**config.mk**
```make
export PLATFORM = sky130hd
export DESIGN_NAME = dff_bank_n_m
export DESIGN_NICKNAME = d
export VERILOG_FILES = /design/src/rtl/dff_bank_pkg.sv /design/src/rtl/dff_bank_lane.sv /design/src/rtl/dff_bank_n_m.sv
export SDC_FILE = /design/constraint.sdc
export NUM_CORES = 1
export LEC_CHECK = 0
export ABC_AREA = 1
export CORE_ASPECT_RATIO = 0.7
export CORE_MARGIN = 5
export CORE_UTILIZATION = 38
export CTS_CLUSTER_SIZE = 14
export DETAILED_ROUTE_END_ITERATION = 8
export HOLD_SLACK_MARGIN = 0.1
export PLACE_DENSITY = 0.71
export SYNTH_ARGS = -nofsm -noshare
export SYNTH_HDL_FRONTEND = slang
export SYNTH_HIERARCHICAL = 1
export SYNTH_SLANG_ARGS = --single-unit
```
**constraint.sdc**
```tcl
create_clock -name clk_i -period 1.6 [get_ports clk_i]
set_clock_uncertainty 0.2 [all_clocks]
set_input_delay 0.24 -clock clk_i [delete_from_list [all_inputs] [get_ports clk_i]]
set_output_delay 0.24 -clock clk_i [all_outputs]
set_load 0.01 [all_outputs]
```
**src/rtl/dff_bank_pkg.sv**
```systemverilog
// dff_bank_pkg
//   Shared types for the dff_bank_n_m register bank.
//   state_e : controller state (IDLE, SHIFT).
//   op_e    : per-entry operation chosen by the controller each cycle.
package dff_bank_pkg;

    typedef enum logic {
        ST_IDLE  = 1'b0,
        ST_SHIFT = 1'b1
    } state_e;

    typedef enum logic [1:0] {
        OP_HOLD  = 2'd0,
        OP_LOAD  = 2'd1,
        OP_SHIFT = 2'd2,
        OP_CLEAR = 2'd3
    } op_e;

endpackage

```
**src/rtl/dff_bank_lane.sv**
```systemverilog
// dff_bank_lane
//   One N-bit entry of the bank. Each cycle it holds, loads its parallel
//   word, takes its left neighbour (shift) or returns to RST_VAL, as told
//   by the operation code. Reset has priority over every operation.
// Ports:
//   i_clk      clock
//   i_rst      synchronous active-high reset
//   i_op       operation for this cycle (op_e)
//   i_load_d   parallel load word for this entry
//   i_shift_d  word from the left neighbour (or the shift input for entry 0)
//   o_q        registered entry contents
module dff_bank_lane
    import dff_bank_pkg::*;
#(
    parameter int             N       = 4,
    parameter logic [N-1:0]   RST_VAL = '0
) (
    input  logic          i_clk,
    input  logic          i_rst,
    input  op_e           i_op,
    input  logic [N-1:0]  i_load_d,
    input  logic [N-1:0]  i_shift_d,
    output logic [N-1:0]  o_q
);

    logic [N-1:0] r_q;

    always_ff @(posedge i_clk) begin
        if (i_rst) begin
            r_q <= RST_VAL;
        end else begin
            case (i_op)
                OP_LOAD:  r_q <= i_load_d;
                OP_SHIFT: r_q <= i_shift_d;
                OP_CLEAR: r_q <= RST_VAL;
                default:  r_q <= r_q;
            endcase
        end
    end

    assign o_q = r_q;

endmodule

```
**src/rtl/dff_bank_n_m.sv**
```systemverilog
// dff_bank_n_m
//   Bank of M+1 registers, N bits each, all resetting to RST_VAL.
//   Supports per-entry masked load, synchronous clear and, when the macro
//   DFF_BANK_SHIFT_EN is defined, a counted shift (delay-line) sequence
//   run by a two-state controller with busy/done status. Without the macro
//   the shift inputs are ignored and busy_o/done_o are tied low.
// Ports:
//   clk_i       clock
//   rst_i       synchronous active-high reset
//   in_i        parallel load data, one word per entry
//   ld_i        per-entry load mask (bit k enables entry k)
//   clr_i       synchronous clear (aborts a shift, no done pulse)
//   sh_start_i  start a shift sequence (IDLE only)
//   sh_cnt_i    number of shift steps, sampled with sh_start_i
//   sh_in_i     word shifted into entry 0 on each step
//   out_o       registered bank contents
//   busy_o      high while the controller is in SHIFT
//   done_o      one-cycle pulse after the final shift step
// Handshake: sh_start_i is a single-cycle request, accepted only while
//   busy_o is low (including the cycle done_o is high); it is ignored
//   while busy_o is high. No backpressure is exposed.
module dff_bank_n_m
    import dff_bank_pkg::*;
#(
    parameter int N       = 4,
    parameter int M       = 15,
    parameter int RST_VAL = 0,
    parameter int SHW     = $clog2(M + 2)
) (
    input  logic           clk_i,
    input  logic           rst_i,
    input  logic [N-1:0]   in_i [0:M],
    input  logic [M:0]     ld_i,
    input  logic           clr_i,
    input  logic           sh_start_i,
    input  logic [SHW-1:0] sh_cnt_i,
    input  logic [N-1:0]   sh_in_i,
    output logic [N-1:0]   out_o [0:M],
    output logic           busy_o,
    output logic           done_o
);

    localparam logic [N-1:0] LP_RST_VAL = RST_VAL[N-1:0];

    // Bank-wide decisions made by the controller each cycle.
    logic w_do_shift;
    logic w_load_en;

`ifdef DFF_BANK_SHIFT_EN
    state_e         r_state, w_state_nxt;
    logic [SHW-1:0] r_cnt,   w_cnt_nxt;
    logic           r_done,  w_done_nxt;

    always_ff @(posedge clk_i) begin
        if (rst_i) begin
            r_state <= ST_IDLE;
            r_cnt   <= '0;
            r_done  <= 1'b0;
        end else begin
            r_state <= w_state_nxt;
            r_cnt   <= w_cnt_nxt;
            r_done  <= w_done_nxt;
        end
    end

    // Priority: clear > active shift step > start > load.
    always_comb begin
        w_state_nxt = r_state;
        w_cnt_nxt   = r_cnt;
        w_done_nxt  = 1'b0;
        w_do_shift  = 1'b0;
        w_load_en   = 1'b0;
        if (clr_i) begin
            w_state_nxt = ST_IDLE;
            w_cnt_nxt   = '0;
        end else if (r_state == ST_SHIFT) begin
            w_do_shift = 1'b1;
            w_cnt_nxt  = r_cnt - SHW'(1);
            if (r_cnt == SHW'(1)) begin
                w_state_nxt = ST_IDLE;
                w_done_nxt  = 1'b1;
            end
        end else if (sh_start_i) begin
            // The start cycle itself moves no data; a zero count only
            // produces the done pulse.
            if (sh_cnt_i != '0) begin
                w_state_nxt = ST_SHIFT;
                w_cnt_nxt   = sh_cnt_i;
            end else begin
                w_done_nxt = 1'b1;
            end
        end else begin
            w_load_en = 1'b1;
        end
    end

    assign busy_o = (r_state == ST_SHIFT);
    assign done_o = r_done;
`else
    logic w_unused_sh;

    assign w_do_shift  = 1'b0;
    assign w_load_en   = 1'b1;
    assign busy_o      = 1'b0;
    assign done_o      = 1'b0;
    assign w_unused_sh = sh_start_i ^ (^sh_cnt_i);
`endif

    for (genvar k = 0; k <= M; k++) begin : g_lane
        op_e          w_op;
        logic [N-1:0] w_shift_d;

        if (k == 0) begin : g_head
            assign w_shift_d = sh_in_i;
        end else begin : g_body
            assign w_shift_d = out_o[k-1];
        end

        assign w_op = clr_i                   ? OP_CLEAR :
                      w_do_shift              ? OP_SHIFT :
                      (w_load_en && ld_i[k])  ? OP_LOAD  : OP_HOLD;

        dff_bank_lane #(
            .N       (N),
            .RST_VAL (LP_RST_VAL)
        ) u_lane (
            .i_clk     (clk_i),
            .i_rst     (rst_i),
            .i_op      (w_op),
            .i_load_d  (in_i[k]),
            .i_shift_d (w_shift_d),
            .o_q       (out_o[k])
        );
    end

endmodule

```
==> summary.txt <==
DIE HEIGHT: 88.6 um
Maximum vdd drop: 0.540 mV
DP Wirelength: 8.60 mm
Period utilization: 90.1%
Detailed Routing Iterations Pass 1: 6
Crit Path Category: reg -> out
Status: finished, final reports clean
Avg Inst Size Synth: 6.11 um^2
Share of layout cells above drive strength 1: 4.66%
Critical path startpoint category: flop
Synth area leader: dfxtp_1
CTS sink cnt: 64
YS warnings: 6
Row Count: 28
Power per cell area: 851 mW/mm^2
IO Pins: 159
Critical Path AT: 1.00 ns
Nets: 819
Most frequent cells in the layout: nand3_1 (192), nand2_1 (144), inv_1 (128), clkdlybuf4s50_1 (85)
CP max FO: 3
Mapped Cells: 549
Maxcap violations: 0
Routed Antenna Nets: 0
Post-DR vias/cell: 4.67
Largest net degree at the start of global routing: 67
Initial antenna violation count: 0
Final setup fails: 0
DP Cell Count: 835
Setup TNS: 0 ns
FMAX: 0.694 GHz
CTS Buf Count: 9
Synth top area share: 38.2%
Clk buf depth: 2
Met1 Track Usage GR: 26.2%
H-tree depth: 3
Root Driver: clkbuf_16
Drt drc: 0
Area contributors post-synth: dfxtp_1 (38%), nand3_1 (29%), nand2_1 (16%)
Fin cells: 850
Final hold vios: 0
First-pass GRT wire length: 17.6 mm
Post-cts resize count: 64
Element type at the critical path end: primary output
Clk slew on worst S/H paths: 0.05 ns
Worst Path Required: 1.16 ns
CTS tree: built
Area Overhead vs Synth: 60.7%
Synth Register Bits: 64
Die area: 0.0108 mm^2
Global routing met3 resource utilization: 7.54%
Post-synthesis sequential area ratio: 38.2%
Post-synth cell types: 9
Synth Cell Area: 0.00336 mm^2
Port Buffers: 150
Fillers: 808
Drt wl/cell: 12.8 um
Hold Path Class: reg -> reg
Setup repair after global routing missed its margin: false
Max Slew Vio Count: 0
DIE WIDTH: 122 um
CORE AREA: 0.00855 mm^2
Leakage dissipation: 3.21 nW
Initial Util: 39.3%
Hold buffer count at CTS: 0
Flop-to-flop setup slack: 0.66 ns
Max incr delay on CP: 0.38 ns
Crit path buffers/inverters: 1
Clock Latency Late Sink: 0.32 ns
Grt peak-use layer: met2
Number of flip-flops in the largest register: 64
Final WL: 10.9 mm
Grt met2 use: 31.7%
CP max stage cell: dfxtp_1
Crit path cell chain: dlygate4sd2_1
Post-CTS Setup Inserts: 0
GRT Util Overall: 20.2%
First DRT Iteration DRCs: 307
Final min period: 1.44 ns
Gr ovfl total: 0
Vias in the first global route: 3855
Commonest non-fill, non-tap cell in the layout: nand3_1
Antenna cell count: 0
Family with the most delay on the worst path: flip-flops
Routed vias: 3972
Global placement routability congestion: 0.901
## metal layers
layer	part of all wire (%)	routed length, um
met3	9.5	1030
met5	0	0
met4	1.6	174
met2	42	4610
met1	46	5040
## logic make-up (layout without fill, tap and decap cells)
logic type | after synthesis | in the layout | synth area share (%)
buffers and inverters | 132 | 312 | 15.2
flip-flops | 64 | 64 | 38.2
other | 1 | 2 | 0.112
AND/OR/NAND/NOR | 352 | 352 | 46.5
## worst min-delay path, stage by stage, from the launching register on
cell	delay, ns
dfxtp_1	0.32
nand2_1	0.05
nand3_1	0.06
nand2_1	0.04
inv_1	0.04
## Yosys cell counts
cell type,count
buf_4,2
buf_6,1
conb_1,1
dfxtp_1,64
inv_1,128
inv_2,1
nand2_1,144
nand3_1,192
nor2_1,16
## worst paths after layout
path / from / endpoint / cells past startpoint
worst max register to register: g_lane[4].u_lane/o_q[1] / g_lane[5].u_lane/o_q[1] / 4
worst min register to register: g_lane[15].u_lane/o_q[3] / g_lane[15].u_lane/o_q[3] / 4
worst min-delay path: g_lane[15].u_lane/o_q[3] / g_lane[15].u_lane/o_q[3] / 4
worst max-delay path: g_lane[9].u_lane/o_q[2] / out_o[26] / 1
## per-stage QoR
step	setup WS (ns)	cell area (um^2)	hold WS [ns]	util [%]	total power [mW]
finish	0.159	5400	0.335	63.1	4.59
global route	0.0838	5400	0.370	63.1	4.81
CTS	0.142	5400	0.332	63.1	4.63
detailed placement	0.00147	5150	0.324	60.3	2.58
global placement	0.0594	5150	0.341	60.3	2.56
floorplan	0.385	3360	0.217	-	2.06
## report_power, final
group / leakage, nW / internal (mW) / switching [mW] / total [mW]
clock network: 0.159 / 1.44 / 0.658 / 2.09
logic: 2.52 / 0.397 / 0.365 / 0.762
registers: 0.524 / 1.67 / 0.0644 / 1.74
total: 3.21 / 3.50 / 1.09 / 4.59
## area by class of cell
cell class / count / area (um^2) / area share [%]
clock buffer: 12 / 256 / 4.75
inverter: 129 / 484 / 8.97
sequential: 64 / 1280 / 23.7
clock inverter: 3 / 65.1 / 1.21
multi-input combinational: 354 / 1570 / 29.1
timing repair buffer: 168 / 1590 / 29.5
tap: 120 / 150 / 2.78
Power figures use the tool's default switching activity.
